## src/rtl/ifetch_buf.sv

```systemverilog
// ifetch_buf: single-outstanding instruction fetch with a small decode-side FIFO, flush on redirect and misaligned-PC faults
module ifetch_buf #(
  parameter int          DEPTH = 2,
  parameter logic [31:0] NOP   = 32'h00000013
) (
  input  logic        clk,
  input  logic        rst_n,
  input  logic [31:0] pc_in,
  input  logic        pc_valid,
  output logic        pc_ready,
  input  logic        flush,
  output logic        imem_req,
  output logic [31:0] imem_addr,
  input  logic        imem_rvalid,
  input  logic [31:0] imem_rdata,
  output logic        inst_valid,
  input  logic        inst_ready,
  output logic [31:0] inst,
  output logic [31:0] inst_pc,
  output logic [31:0] inst_pcadd,
  output logic        inst_fault
);
  localparam int PW = $clog2(DEPTH);
  localparam int CW = PW + 1;
  typedef enum logic [1:0] {IDLE, WAIT, DISCARD} state_t;
  state_t state, state_nx;
  logic [CW-1:0] count;
  logic [PW-1:0] rd_ptr, wr_ptr;
  logic [31:0] req_pc;
  logic [31:0] buf_inst [DEPTH];
  logic [31:0] buf_pc [DEPTH];
  logic        buf_fault [DEPTH];
  logic issue, aligned, push_rsp, push_mis, push, pop;
  assign aligned  = pc_in[1:0] == 2'b00;
  assign issue    = rst_n && state == IDLE && pc_valid && !flush && count != CW'(DEPTH);
  assign push_rsp = state == WAIT && imem_rvalid && !flush;
  assign push_mis = issue && !aligned;
  assign push     = push_rsp || push_mis;
  assign pop      = inst_valid && inst_ready;
  always_ff @(posedge clk)
    state <= !rst_n ? IDLE : state_nx;
  always_comb begin
    state_nx = state;
    case (state)
      IDLE:    state_nx = issue && aligned ? WAIT : IDLE;
      WAIT:    state_nx = imem_rvalid ? IDLE : flush ? DISCARD : WAIT;
      DISCARD: state_nx = imem_rvalid ? IDLE : DISCARD;
      default: state_nx = IDLE;
    endcase
  end
  always_comb begin
    pc_ready  = issue;
    imem_req  = issue && aligned;
    imem_addr = imem_req ? pc_in : '0;
  end
  always_ff @(posedge clk) begin
    if (!rst_n) begin
      count  <= '0;
      rd_ptr <= '0;
      wr_ptr <= '0;
      req_pc <= '0;
    end else if (flush) begin
      count  <= '0;
      rd_ptr <= '0;
      wr_ptr <= '0;
    end else begin
      if (imem_req) req_pc <= pc_in;
      if (push) wr_ptr <= wr_ptr + PW'(1);
      if (pop) rd_ptr <= rd_ptr + PW'(1);
      count <= count + CW'(push) - CW'(pop);
    end
  end
  // push is never asserted during flush, so stale writes cannot resurrect dropped entries
  always_ff @(posedge clk) begin
    if (push) begin
      buf_inst[wr_ptr]  <= push_rsp ? imem_rdata : NOP;
      buf_pc[wr_ptr]    <= push_rsp ? req_pc : pc_in;
      buf_fault[wr_ptr] <= push_mis;
    end
  end
  assign inst_valid = count != '0;
  assign inst       = inst_valid ? buf_inst[rd_ptr] : '0;
  assign inst_pc    = inst_valid ? buf_pc[rd_ptr] : '0;
  assign inst_pcadd = inst_valid ? buf_pc[rd_ptr] + 32'd4 : '0;
  assign inst_fault = inst_valid && buf_fault[rd_ptr];
endmodule

```

## config.mk

```make
export PLATFORM = sky130hd
export DESIGN_NAME = ifetch_buf
export DESIGN_NICKNAME = d
export VERILOG_FILES = /design/src/rtl/ifetch_buf.sv
export SDC_FILE = /design/constraint.sdc
export NUM_CORES = 1
export LEC_CHECK = 0
export CAP_MARGIN = 20
export CORE_ASPECT_RATIO = 1.5
export CORE_UTILIZATION = 35
export CTS_CLUSTER_DIAMETER = 200
export DETAILED_ROUTE_END_ITERATION = 8
export SETUP_SLACK_MARGIN = 0.02
export SYNTH_ARGS = -nofsm -noshare
export SYNTH_HDL_FRONTEND = slang
export SYNTH_SLANG_ARGS = --single-unit
```

## constraint.sdc

```tcl
create_clock -name clk -period 6.15 [get_ports clk]
set_clock_uncertainty 0.05 [all_clocks]
set_input_delay 0.615 -clock clk [delete_from_list [all_inputs] [get_ports clk]]
set_output_delay 0.615 -clock clk [all_outputs]
set_load 0.005 [all_outputs]
```

==> flow_summary.json, run 1 <==
{
  "worst_pin_slew_ns": 0.931,
  "finalCriticalPeriod_ns": 4.50,
  "route.detailed.wl_per_inst_um": 18.5,
  "vias_in_the_first_global_route": 6066,
  "timing.final.setup_violations": 0,
  "finalNonFillerCells": 1181,
  "hold_viol_final": 0,
  "place.detailed.instances": 1148,
  "grt_start_max_net_pins": 82,
  "synth_largest_area_cell": "edfxtp_1",
  "netlist_top_cells_count": "130 x edfxtp_1, 92 x nor2_1, 65 x and2_1",
  "hold_path_startpoint": "req_pc[0]$_SDFFE_PN0P_",
  "track_usage": 0.186,
  "critPathLaunchType": "flop",
  "hpwlAfterDp_mm": 15.1,
  "post_cts_buffers": 0,
  "path_max_fanout": 60,
  "clk_root_buffer_cell": "clkbuf_16",
  "leading_cell_types_by_total_area_after_synthesis": "edfxtp_1 48%, dfxtp_1 9.6%, mux2i_1 7.5%, mux2_2 5.2%, and2_1 5.0%",
  "die_h_um": 189,
  "worst_ep_arrival_time_ns": 3.83,
  "dominantRegCellSynth": "edfxtp_1",
  "post-route-period-util": 0.731,
  "clk-insertion-delay-late_ns": 0.43,
  "port-buffer-count": 199,
  "netlist-cell-type-count": 43,
  "yosysMostFrequentCell": "edfxtp_1",
  "max-vdd-ir-drop_mv": 0.194,
  "final_core_utilization": 0.481,
  "place.gp.congestion": 0.782,
  "placement_rows": 68,
  "number_of_enable_flip_flop_cells_after_synthesis": 130,
  "asyncSetResetFlopFracSynth": 0,
  "p_per_area_nw_per_um2": 225,
  "finalMaxSlewViolations": 0,
  "htreeDepth": 4,
  "worstHoldPathType": "reg2reg",
  "r2r-end": "buf_inst[1][30]$_DFFE_PP_",
  "fin_worst_hold_slack_ns": 0.429,
  "number_of_remaining_drc_errors": 2,
  "p_total_mw": 2.49,
  "mappedNetlistArea_um2": 8160,
  "outcome": "finished, violations left",
  "post_cts_hold_buffer_count": 0,
  "synth_area_per_cell_um2": 11.7,
  "rr_worst_depth": 5,
  "dpl-instance-area_um2": 10500,
  "slew-limit-headroom": 0.379,
  "count_of_maximum_capacitance_violations": 0,
  "regToRegStartpoint": "count[0]$_SDFF_PP0_",
  "post-route-cell-area_um2": 11100,
  "cts_sinks": 169,
  "pre_cts_slack_ns": 2.07,
  "detail_route.iter0.violations": 269,
  "cellLeakagePower_nw": 3.81,
  "global_route_wire_length_before_repair_mm": 33.3,
  "detailedRoute.firstPassIterationCount": 6,
  "layout_cells_sized_above_1": 0.0967,
  "finish.net_count": 960,
  "detail_route.vias_per_cell": 5.07,
  "cp-endpoint": "inst_pcadd[29]",
  "die_wd_um": 127,
  "max_freq_ghz": 0.222,
  "ys_warn_count": 0,
  "worstSetupPathType": "reg2out",
  "route.vias.total": 5984,
  "cts_tree": "yes",
  "yosysTopAreaCellShare": 0.478,
  "path_clk_slew_ns": 0.06,
  "core_area_um2": 23000,
  "starting_density": 0.355,
  "setup-tns-final_ns": 0,
  "setup_ws_ns": 1.65,
  "antenna_left": 0,
  "finalWirelength_mm": 21.8,
  "syn_to_final_growth_pct": 35.5,
  "grt-ovfl-total": 0,
  "synth-seq-area-share": 0.574,
  "timing.reg2reg.setup_slack_ns": 3.47,
  "cp_data_required_time_ns": 5.48,
  "worst_setup_path_end_kind": "output port",
  "ys_ff_latch": 169,
  "die_footprint_um2": 23900,
  "ioPinCount": 202,
  "ctsLongestPathBuffers": 2,
  "rsz0062_at_grt": "false",
  "violations": "DRC",
  "antenna_violations_before_repair": 1,
  "tritoncts.num_buffers": 17,
  "postSynthCellCount": 700,
  "cts-resized-gates": 0
}
[registers in the layout, summed over array words and instances (netlist names), named ones only]
name and flops:
buf_fault 2, buf_inst 64, buf_pc 64, count 2, rd_ptr 1, req_pc 32
state 2, wr_ptr 1
[metal layers]
metal,vias up,global-route usage,routed length (um)
li1,2912,-,-
met1,2910,0.196,8370
met2,139,0.355,12000
met3,23,0.0415,1000
met4,0,0.0701,442
met5,-,0,0
[cell families after synthesis]
kind of cell,count (synthesis),share of synthesized area
AND/OR/NAND/NOR,285,0.183
flip-flops,169,0.574
multiplexers,99,0.127
AO/OA/AOI/OAI,76,0.0668
buffers and inverters,51,0.0271
XOR/XNOR,16,0.0172
adder cells (fa/ha/maj),3,0.00460
other,1,0.000459
[where the power goes]
part / internal, mW / switching, mW
Combinational: 0.0928 / 0.0778
Sequential: 1.24 / 0.00722
Clock: 0.646 / 0.430
Total: 1.97 / 0.515
[worst max-delay path, cell delays in order, from the launching register on]
cell and delay, ns:
dfxtp_4 0.81, buf_4 0.72, nand4_1 0.22, a222oi_1 0.39, nand2_1 0.19, o31a_1 0.28, nor3_1 0.17, clkdlybuf4s50_1 0.55
[layout by cell type, fill, tap and decap left out, types with 5 or more instances in the layout]
cell type,synthesis,layout
and2_1,65,65
nor2_1,92,89
nand3_1,13,13
clkbuf_1,27,5
nand3b_1,8,8
o21a_1,31,31
nor3_1,7,7
mux2_2,38,38
nand2_1,33,33
and3_1,32,32
o21ai_0,12,12
inv_1,7,7
xnor2_1,12,12
nand4_1,13,13
a22oi_1,5,5
dfxtp_1,39,38
o31ai_1,7,7
clkbuf_16,0,17
nand4b_1,8,8
edfxtp_1,130,130
clkdlybuf4s50_1,0,199
nand2b_1,6,6
buf_4,5,11
mux2i_1,61,61
[how the worst min path moves through the flow]
stage | depth (start not counted) | slack (ns) | endpoint
3_5_place_dp | 1 | 0.41 | req_pc[0]$_SDFFE_PN0P_
4_1_cts | 1 | 0.43 | req_pc[0]$_SDFFE_PN0P_
2_1_floorplan | 1 | 0.40 | req_pc[0]$_SDFFE_PN0P_
3_3_place_gp | 1 | 0.41 | req_pc[1]$_SDFFE_PN0P_
5_1_grt | 1 | 0.44 | req_pc[0]$_SDFFE_PN0P_
6_report | 1 | 0.43 | req_pc[0]$_SDFFE_PN0P_
[cell type report]
class                   count  area (um2)
diodes                      1        2.50
clock buffers              23         458
clock inverters             9         124
fillers                  2160       11900
inverters                   7        26.3
multi-input cells         481        3310
flip-flops and latches    169        4690
well taps                 280         350
repair buffers            211        2090
Note: power is estimated with default switching activity, not from simulation.
==> run 2, diff against run 1 <==
Clock period 6.15 ns to 4.5 ns, I/O delays scaled along.
==> run 2 against run 1 <==
The flow still finishes with violations (DRC). First-iteration DRC count up 12%. Critical path type unchanged. Worst hold slack barely moved. Sequential power grew 37%. Highest routed layer unchanged. Global-route usage about the same. Non-clock buffer count rose by 4. Clock-buffer cell count fell by 2.
==> flow_summary.json, run 2 (same netlist as run 1, synthesis figures left out) <==
{
  "global_route_wire_length_before_repair_mm": 33.7,
  "setup_ws_ns": 0.501,
  "timing.final.setup_violations": 0,
  "hpwlAfterDp_mm": 15.1,
  "cts_sinks": 169,
  "setup-tns-final_ns": 0,
  "diodes": 0,
  "cts-resized-gates": 0,
  "slew-limit-headroom": 0.495,
  "path_max_fanout": 49,
  "clk_root_buffer_cell": "clkbuf_16",
  "pre_cts_slack_ns": 0.828,
  "p_total_mw": 3.44,
  "post_cts_buffers": 0,
  "antenna_violations_before_repair": 0,
  "power.share.switching": 0.221,
  "htreeDepth": 4,
  "layout_common_cells": "199 x clkdlybuf4s50_1, 130 x edfxtp_1, 89 x nor2_1, 65 x and2_1, 61 x mux2i_1",
  "detail_route.iter0.violations": 302,
  "met3_usage": 0.0336,
  "worst_ep_arrival_time_ns": 3.50,
  "power_frac_comb": 0.068,
  "die_h_um": 189,
  "finish.net_count": 964,
  "finalWirelength_mm": 21.7,
  "grt_util_met1": 0.211,
  "cellLeakagePower_nw": 3.86,
  "share_clk_of_total_power": 0.438,
  "count_of_maximum_capacitance_violations": 0,
  "detail_route.vias_per_cell": 5.08,
  "number_of_remaining_drc_errors": 2,
  "cts_tree": "yes",
  "max_freq_ghz": 0.250,
  "clk-insertion-delay-late_ns": 0.43,
  "grt_start_max_net_pins": 82,
  "route.vias.total": 6015,
  "max-vdd-ir-drop_mv": 0.232,
  "core_area_um2": 23000,
  "vias_in_the_first_global_route": 6148,
  "detailedRoute.firstPassIterationCount": 6,
  "rsz0062_at_grt": "false",
  "worst_pin_slew_ns": 0.758,
  "finalMaxSlewViolations": 0,
  "dpl-instance-area_um2": 10500,
  "post_cts_hold_buffer_count": 0,
  "violations": "DRC",
  "layout_cells_sized_above_1": 0.106,
  "grt-ovfl-total": 0,
  "worst_setup_path_end_kind": "output port",
  "hold_viol_final": 0,
  "critPathLaunchType": "flop",
  "total_switching_power_mw": 0.762,
  "finalCriticalPeriod_ns": 4.00,
  "track_usage": 0.186,
  "ioPinCount": 202,
  "worstSetupPathType": "reg2out",
  "antenna_left": 0,
  "placement_rows": 68,
  "die_footprint_um2": 23900,
  "post-route-period-util": 0.889,
  "post-route-cell-area_um2": 11200,
  "leading_cell_type_in_the_layout_fill_and_taps_excluded": "clkdlybuf4s50_1",
  "port-buffer-count": 199,
  "starting_density": 0.355,
  "path_clk_slew_ns": 0.07,
  "syn_to_final_growth_pct": 36.6,
  "top_regs": "buf_inst (64), buf_pc (64), req_pc (32)",
  "ctsLongestPathBuffers": 2,
  "final_core_utilization": 0.486,
  "place.gp.congestion": 0.770,
  "tritoncts.num_buffers": 17,
  "met2_usage": 0.341,
  "most_used_layer_global_route": "met2",
  "cp_data_required_time_ns": 4.00,
  "die_wd_um": 127,
  "outcome": "finished, violations left",
  "route.detailed.wl_per_inst_um": 18.3,
  "worstHoldPathType": "reg2reg",
  "internal_power_mw": 2.68,
  "seqPwrFrac": 0.493,
  "p_per_area_nw_per_um2": 309
}
==> run 2: final timing paths <==
kind                          startpoint                        end  slack [ns]  depth (start not counted)
setup reg to reg     count[0]$_SDFF_PP0_  buf_inst[1][12]$_DFFE_PP_        1.64                          5
hold reg to reg   req_pc[1]$_SDFFE_PN0P_     req_pc[1]$_SDFFE_PN0P_        0.43                          1
hold / removal    req_pc[1]$_SDFFE_PN0P_     req_pc[1]$_SDFFE_PN0P_        0.43                          1
setup / recovery                    flop             inst_pcadd[22]        0.50                          6
==> run 2: power groups by stage <==
stage / sequential [mW] / combinational, mW / clock [mW]
finish: 1.70 / 0.235 / 1.51
global route: 1.70 / 0.256 / 1.60
detailed placement: 1.73 / 0.237 / 0
floorplan: 1.73 / 0.0973 / 0
CTS: 1.70 / 0.239 / 1.54
global placement: 1.73 / 0.238 / 0
==> run 2: area by class of cell <==
cell class | count | area (um2)
clock buffers | 21 | 493
clock inverters | 11 | 121
fillers | 2138 | 11800
inverters | 7 | 26.3
multi-input cells | 481 | 3310
flip-flops and latches | 169 | 4690
well taps | 280 | 350
repair buffers | 215 | 2160
==> run 2: worst max-delay path, cell delays in order (launching register included) <==
cell,delay [ns]
dfxtp_4,0.70
nand4_1,0.27
a22oi_1,0.62
nand4_1,0.32
o21a_1,0.25
nor3_1,0.32
clkdlybuf4s50_1,0.58
==> run 2: per-layer routing <==
metal	up-vias	part of all wire	routed length, um
met5	-	0	0
li1	2922	-	-
met1	2908	0.39	8530
met2	150	0.54	11700
met3	35	0.035	756
met4	0	0.030	648
==> run 2: per-stage QoR <==
stage	instances	hold WS, ns
floorplan	701	0.397
global placement	1152	0.410
detailed placement	1152	0.411
CTS	1184	0.431
global route	1184	0.439
finish	1184	0.428
==> run 3, diff against run 2 <==
Settings changed: ABC_AREA from default to 0, CORE_ASPECT_RATIO 1.5 to 1.1.
==> run 3 against run 2 <==
Sequential power is essentially flat. Utilization grew 0.16 points. Sequential share of layout area increased by 0.071 points. Die area barely moved. The run now ends clean. Via count shrank 2.0%. Register-to-register slack gained 0.32 ns. Sequential cell count unchanged. Fmax decreased by 3.3%. Worst hold slack gained 0.0078 ns.
==> flow_summary.json, run 3 (same netlist as run 1, synthesis figures left out) <==
{
  "die_wd_um": 148,
  "timing.final.setup_violations": 0,
  "outcome": "finished, final reports clean",
  "core_area_um2": 22900,
  "syn_to_final_growth_pct": 36.4,
  "clk_root_buffer_cell": "clkbuf_16",
  "worstSetupPathType": "reg2out",
  "tritoncts.num_buffers": 17,
  "final_core_utilization": 0.487,
  "rsz0062_at_grt": "false",
  "worst_pin_slew_ns": 0.860,
  "clk-insertion-delay-late_ns": 0.43,
  "detail_route.vias_per_cell": 4.90,
  "crit_path_max_incr_delay_ns": 0.81,
  "top_regs": "buf_inst (64), buf_pc (64), req_pc (32)",
  "max_freq_ghz": 0.242,
  "number_of_remaining_drc_errors": 0,
  "setup-tns-final_ns": 0,
  "finalWirelength_mm": 21.1,
  "htreeDepth": 4,
  "critPathLaunchType": "flop",
  "track_usage": 0.177,
  "path_clk_slew_ns": 0.06,
  "n_fill_cell": 2089,
  "worstHoldPathType": "reg2reg",
  "post_cts_hold_buffer_count": 0,
  "placement_rows": 58,
  "cp_slowest_cell": "dfxtp_4",
  "ctsLongestPathBuffers": 2,
  "grt_start_max_net_pins": 82,
  "antenna_violations_before_repair": 1,
  "post_cts_buffers": 0,
  "route.vias.total": 5893,
  "antenna_left": 0,
  "max-vdd-ir-drop_mv": 0.224,
  "ioPinCount": 202,
  "cellLeakagePower_nw": 3.85,
  "port-buffer-count": 199,
  "setup_ws_ns": 0.366,
  "post-route-period-util": 0.919,
  "p_per_area_nw_per_um2": 314,
  "layout_cells_sized_above_1": 0.104,
  "worst_ep_arrival_time_ns": 3.63,
  "vias_in_the_first_global_route": 5744,
  "starting_density": 0.357,
  "count_of_maximum_capacitance_violations": 0,
  "pre_cts_slack_ns": 0.841,
  "hpwlAfterDp_mm": 14.8,
  "grt-ovfl-total": 0,
  "cp_cell_sequence": "buf_4 > nand4_1 > a222oi_1 > nand2_1 > o31a_1 > nor3_1 > clkdlybuf4s50_1",
  "leading_cell_type_in_the_layout_fill_and_taps_excluded": "clkdlybuf4s50_1",
  "route.detailed.wl_per_inst_um": 17.6,
  "die_footprint_um2": 23900,
  "die_h_um": 162,
  "finish.net_count": 962,
  "path_max_fanout": 52,
  "detailedRoute.firstPassIterationCount": 7,
  "detail_route.iter0.violations": 390,
  "cts_tree": "yes",
  "cp_data_required_time_ns": 4.00,
  "place.gp.congestion": 0.800,
  "layout_common_cells": "199 x clkdlybuf4s50_1, 130 x edfxtp_1, 90 x nor2_1, 65 x and2_1, 61 x mux2i_1",
  "global_route_wire_length_before_repair_mm": 32.3,
  "timing.reg2reg.setup_slack_ns": 1.96,
  "finalMaxSlewViolations": 0,
  "cts-resized-gates": 0,
  "finalCriticalPeriod_ns": 4.13,
  "slew-limit-headroom": 0.427,
  "worst_setup_path_end_kind": "output port",
  "cts_sinks": 169,
  "hold_viol_final": 0
}
-- run 3: layout make-up --
class                           instances  area [um2]  area share
Inverter                                7        26.3     0.00236
Sequential cell                       169        4690       0.421
Timing Repair Buffer                  213        2100       0.188
Multi-Input combinational cell        481        3310       0.297
Antenna cell                            1        2.50    0.000225
Clock inverter                         15         210      0.0189
Tap cell                              300         375      0.0337
Clock buffer                           17         425      0.0382
-- run 3: final timing paths --
path,start,endpoint,cells past startpoint
hold reg to reg,req_pc[1]$_SDFFE_PN0P_,req_pc[1]$_SDFFE_PN0P_,1
setup reg to reg,count[0]$_SDFF_PP0_,count[1]$_SDFF_PP0_,10
setup / recovery,flop,inst_pcadd[29],7
hold / removal,req_pc[1]$_SDFFE_PN0P_,req_pc[1]$_SDFFE_PN0P_,1
-- run 3: critical path: cells and delay by family (launching register included) --
family,cells,cell delay (ns)
compound gates,2,0.73
simple gates,3,0.61
buf+inv,2,1.03
flops,1,0.81
-- run 3: where the power goes --
part	leakage (nW)	switching (mW)	internal [mW]
registers	1.62	0.0103	1.69
clock network	0.311	0.619	0.941
logic	1.91	0.105	0.127
-- run 3: per-layer routing --
layer / vias to the layer above / GRT usage / part of all wire / wire, um
met2: 160 / 0.282 / 0.48 / 10100
met1: 2789 / 0.236 / 0.45 / 9510
met3: 25 / 0.0360 / 0.049 / 1040
li1: 2919 / - / - / -
met4: 0 / 0.0703 / 0.021 / 454
met5: - / 0 / 0 / 0
-- run 3: per-stage QoR --
step / power (mW) / instances / area (um2) / hold WS (ns)
final: 3.49 / 1203 / 11100 / 0.436
after global routing: 3.61 / 1203 / 11100 / 0.452
after CTS: 3.53 / 1202 / 11100 / 0.434
after detailed placement: 1.97 / 1170 / 10500 / 0.413
after global placement: 1.96 / 1170 / 10500 / 0.410
after floorplan: 1.83 / 701 / 8170 / 0.397
==> RTL change 1: new RTL, config.mk and constraints of run 1 <==
`DEPTH`: 2 -> 4.
--- a/src/rtl/ifetch_buf.sv
+++ b/src/rtl/ifetch_buf.sv
@@ -1,6 +1,6 @@
 // ifetch_buf: single-outstanding instruction fetch with a small decode-side FIFO, flush on redirect and misaligned-PC faults
 module ifetch_buf #(
-  parameter int          DEPTH = 2,
+  parameter int          DEPTH = 4,
   parameter logic [31:0] NOP   = 32'h00000013
 ) (
   input  logic        clk,
Function: changed (Yosys sat finds a counterexample within 4 cycles, from zero or initial values and one cycle with rst_n low).
==> RTL change 1 against run 1 <==
Wire length rose by 39%; setup slack got worse by 0.41 ns; sequential cell count rose by 134; count of clock-buffer cells in the layout rose by 10; final area rose by 51%; maximum frequency fell by 8.4%; synthesized area rose by 61%; power rose by 77%; sequential share of layout area rose by 9.7 points; synthesized cell count rose by 16%; non-clock buffer count rose by 1; global-route usage fell by 2.8 points; combinational power rose by 74%.
==> RTL change 1: results <==
export IMPL_status="completed"
export IMPL_ys_seq_area_share_pct=65.9
export IMPL_dp_cells=1461
export IMPL_reg2reg_slack_ns=3.13
export IMPL_groute_layer_met2_usage_pct=27.9
export IMPL_arrival_ns=4.24
export IMPL_synthTopCellsByCount="edfxtp_1, and2_1, mux4_2"
export IMPL_power_leakage_nw=5.45
export IMPL_drive_gt1_share_pct=16.1
export IMPL_wl_per_cell_um=20.0
export IMPL_antenna_cells=0
export IMPL_hpwl_mm=19.7
export IMPL_nNetsFinal=1086
export IMPL_grt_pass1_vias=7696
export IMPL_wl_met2_mm=15.4
export IMPL_grt_pass1_wl_mm=45.9
export IMPL_detailedPlace_worstSlack_ns=1.77
export IMPL_globalplace_congestion=0.725
export IMPL_p_comb_share_pct=6.7
export IMPL_hold_slack_ns=0.428
export IMPL_ir_worst_vdd_mv=0.196
export IMPL_grt_max_degree=67
export IMPL_placed_area_mm2=0.0157
export IMPL_r2r_cells=12
export IMPL_power_w=0.00440
export IMPL_period_minus_slack_ns=4.91
export IMPL_synth_cell_types=51
export IMPL_critPathMaxFanout=46
-- RTL change 1: cell types whose count changed after synthesis, sizes merged, moves of 19 or more --
cell | before | now
edfxtp | 130 | 260
and2 | 65 | 159
nor2 | 92 | 26
mux4 | 0 | 65
mux2i | 61 | 1
and3 | 32 | 3
nand2 | 33 | 14
-- RTL change 1: final cells by class --
cell class | instances | area, um^2 | area share, %
Tap cell | 484 | 606 | 3.64
Multi-Input combinational cell | 451 | 4220 | 25.3
Clock buffer | 33 | 771 | 4.63
Sequential cell | 303 | 8680 | 52.1
Inverter | 11 | 41.3 | 0.248
Clock inverter | 20 | 229 | 1.37
Timing Repair Buffer | 212 | 2110 | 12.7
-- RTL change 1: cells by family after synthesis --
family / synth area share (%)
DFF: 65.9
other: 0.0285
AOI/OAI and AO/OA: 2.99
xor gates and xnor gates: 0.932
and+or+nand+nor: 12.0
buffers and inverters: 2.50
muxes: 14.9
adders and majority gates: 0.818
==> RTL change 2: new RTL, flow settings as in run 1 <==
Without the edit above. Register the output `inst_fault`, cleared by the reset; this adds one clock of latency there. The other outputs are not delayed to match.
--- a/src/rtl/ifetch_buf.sv
+++ b/src/rtl/ifetch_buf.sv
@@ -82,6 +82,12 @@
   assign inst       = inst_valid ? buf_inst[rd_ptr] : '0;
   assign inst_pc    = inst_valid ? buf_pc[rd_ptr] : '0;
   assign inst_pcadd = inst_valid ? buf_pc[rd_ptr] + 32'd4 : '0;
-  assign inst_fault = inst_valid && buf_fault[rd_ptr];
+  always_ff @(posedge clk) begin
+    if (!rst_n) begin
+      inst_fault <= '0;
+    end else begin
+      inst_fault <= inst_valid && buf_fault[rd_ptr];
+    end
+  end
 endmodule
 
Check against the original RTL: not equivalent (Yosys sat finds a counterexample within 4 cycles, from zero or initial values and one cycle with rst_n low).
==> RTL change 2 against run 1 <==
Wire length decreased by 5.3%; sequential cell count increased by 1; final area increased by 0.86%; non-clock buffer count decreased by 2; setup slack got worse by 0.32 ns; synthesized area increased by 0.78%; count of clock-buffer cells in the layout decreased by 6; worst hold slack improved by 0.0028 ns; power increased by 1.6%; maximum frequency decreased by 6.7%.
==> RTL change 2: results <==
export IMPL_ys_warnings_count=0
export IMPL_synth_cell_types=52
export IMPL_grt_pass1_vias=5674
export IMPL_grt_max_degree=86
export IMPL_slew_headroom_pct=33.8
export IMPL_groute_layer_met2_usage_pct=30.9
export IMPL_root_buffer="clkbuf_16"
export IMPL_track_usage_pct=17.3
export IMPL_top_layer="met4"
export IMPL_drive_gt1_share_pct=10.4
export IMPL_use_met1_pct=19.8
export IMPL_critPathMaxFanout=64
export IMPL_cts_resized=0
export IMPL_grt_use_met3_pct=2.56
export IMPL_nNetsFinal=953
export IMPL_io_buffer_count=199
export IMPL_ant_nets=0
export IMPL_p_comb_share_pct=6.7
export IMPL_antenna_cells=0
export IMPL_antenna_found_initial=0
export IMPL_syn_area_per_cell_um2=11.8
export IMPL_synth_mux_area_share_pct=12.5
export IMPL_first_pass_iters=4
export IMPL_num_vias=5764
export IMPL_placed_area_mm2=0.0105
export IMPL_stdcell_count=1208
export IMPL_detailedPlace_worstSlack_ns=1.71
export IMPL_clockBufferDepth=2
export IMPL_min_path_type="flip-flop to flip-flop"
export IMPL_finalWirelength_mm=20.6
export IMPL_clk_pin_slew_ns=0.07
export IMPL_wl_met2_mm=10.7
export IMPL_synth_edf_count=130
export IMPL_synth_xor_area_share_pct=2.13
export IMPL_ys_seq_area_share_pct=57.2
export IMPL_hpwl_mm=14.4
export IMPL_dr_first_iter_drc_count=220
export IMPL_p_seq_w=0.00125
export IMPL_top_regs="buf_inst (64), buf_pc (64), req_pc (32)"
export IMPL_synth_compound_area_share_pct=6.40
export IMPL_yosys_area_share_adder_pct=0.456
export IMPL_ir_worst_vdd_mv=0.168
export IMPL_met1_length_mm=8.39
export IMPL_synth_area_top_cells="edfxtp_1, dfxtp_1, mux2i_1"
export IMPL_met3_length_um=757
export IMPL_globalplace_congestion=0.826
export IMPL_synthTopCellsByCount="edfxtp_1, nor2_1, and2_1"
export IMPL_worstSkewPairLatency_ns=0.42
export IMPL_p_int_w=0.00198
export IMPL_grt_pass1_wl_mm=31.4
export IMPL_power_leakage_nw=3.86
export IMPL_arrival_ns=4.15
export IMPL_cts_buffers=17
export IMPL_h_tree_depth=4
export IMPL_status="completed"
export IMPL_post_cts_setup_buffer_count=0
export IMPL_powerDensity_mw_per_mm2=227
RTL change 2: final cells by class:
type / instances / area, um^2
Timing Repair Buffer: 209 / 2080
Sequential cell: 170 / 4710
Multi-Input combinational cell: 475 / 3330
Fill cell: 2097 / 11900
Clock inverter: 15 / 190
Clock buffer: 17 / 425
Inverter: 7 / 26.3
Tap cell: 315 / 394
RTL change 2: final timing paths:
path	cells past startpoint	endpoint	slack (ns)	from
worst min-delay path	1	req_pc[1]	0.43	req_pc[1]
worst max-delay path	8	inst_pcadd[28]	1.33	flip-flop
worst max register to register	5	buf_pc[1][27]	3.36	count[0]
worst min register to register	1	req_pc[1]	0.43	req_pc[1]
RTL change 2: critical path, stage by stage, from the launching register on:
cell	delay [ns]
dfxtp_4	0.91
mux2_2	0.33
ha_1	0.18
inv_1	0.07
a211oi_2	0.51
nand4_1	0.47
nor3_1	0.34
mux2_2	0.36
clkdlybuf4s50_1	0.47
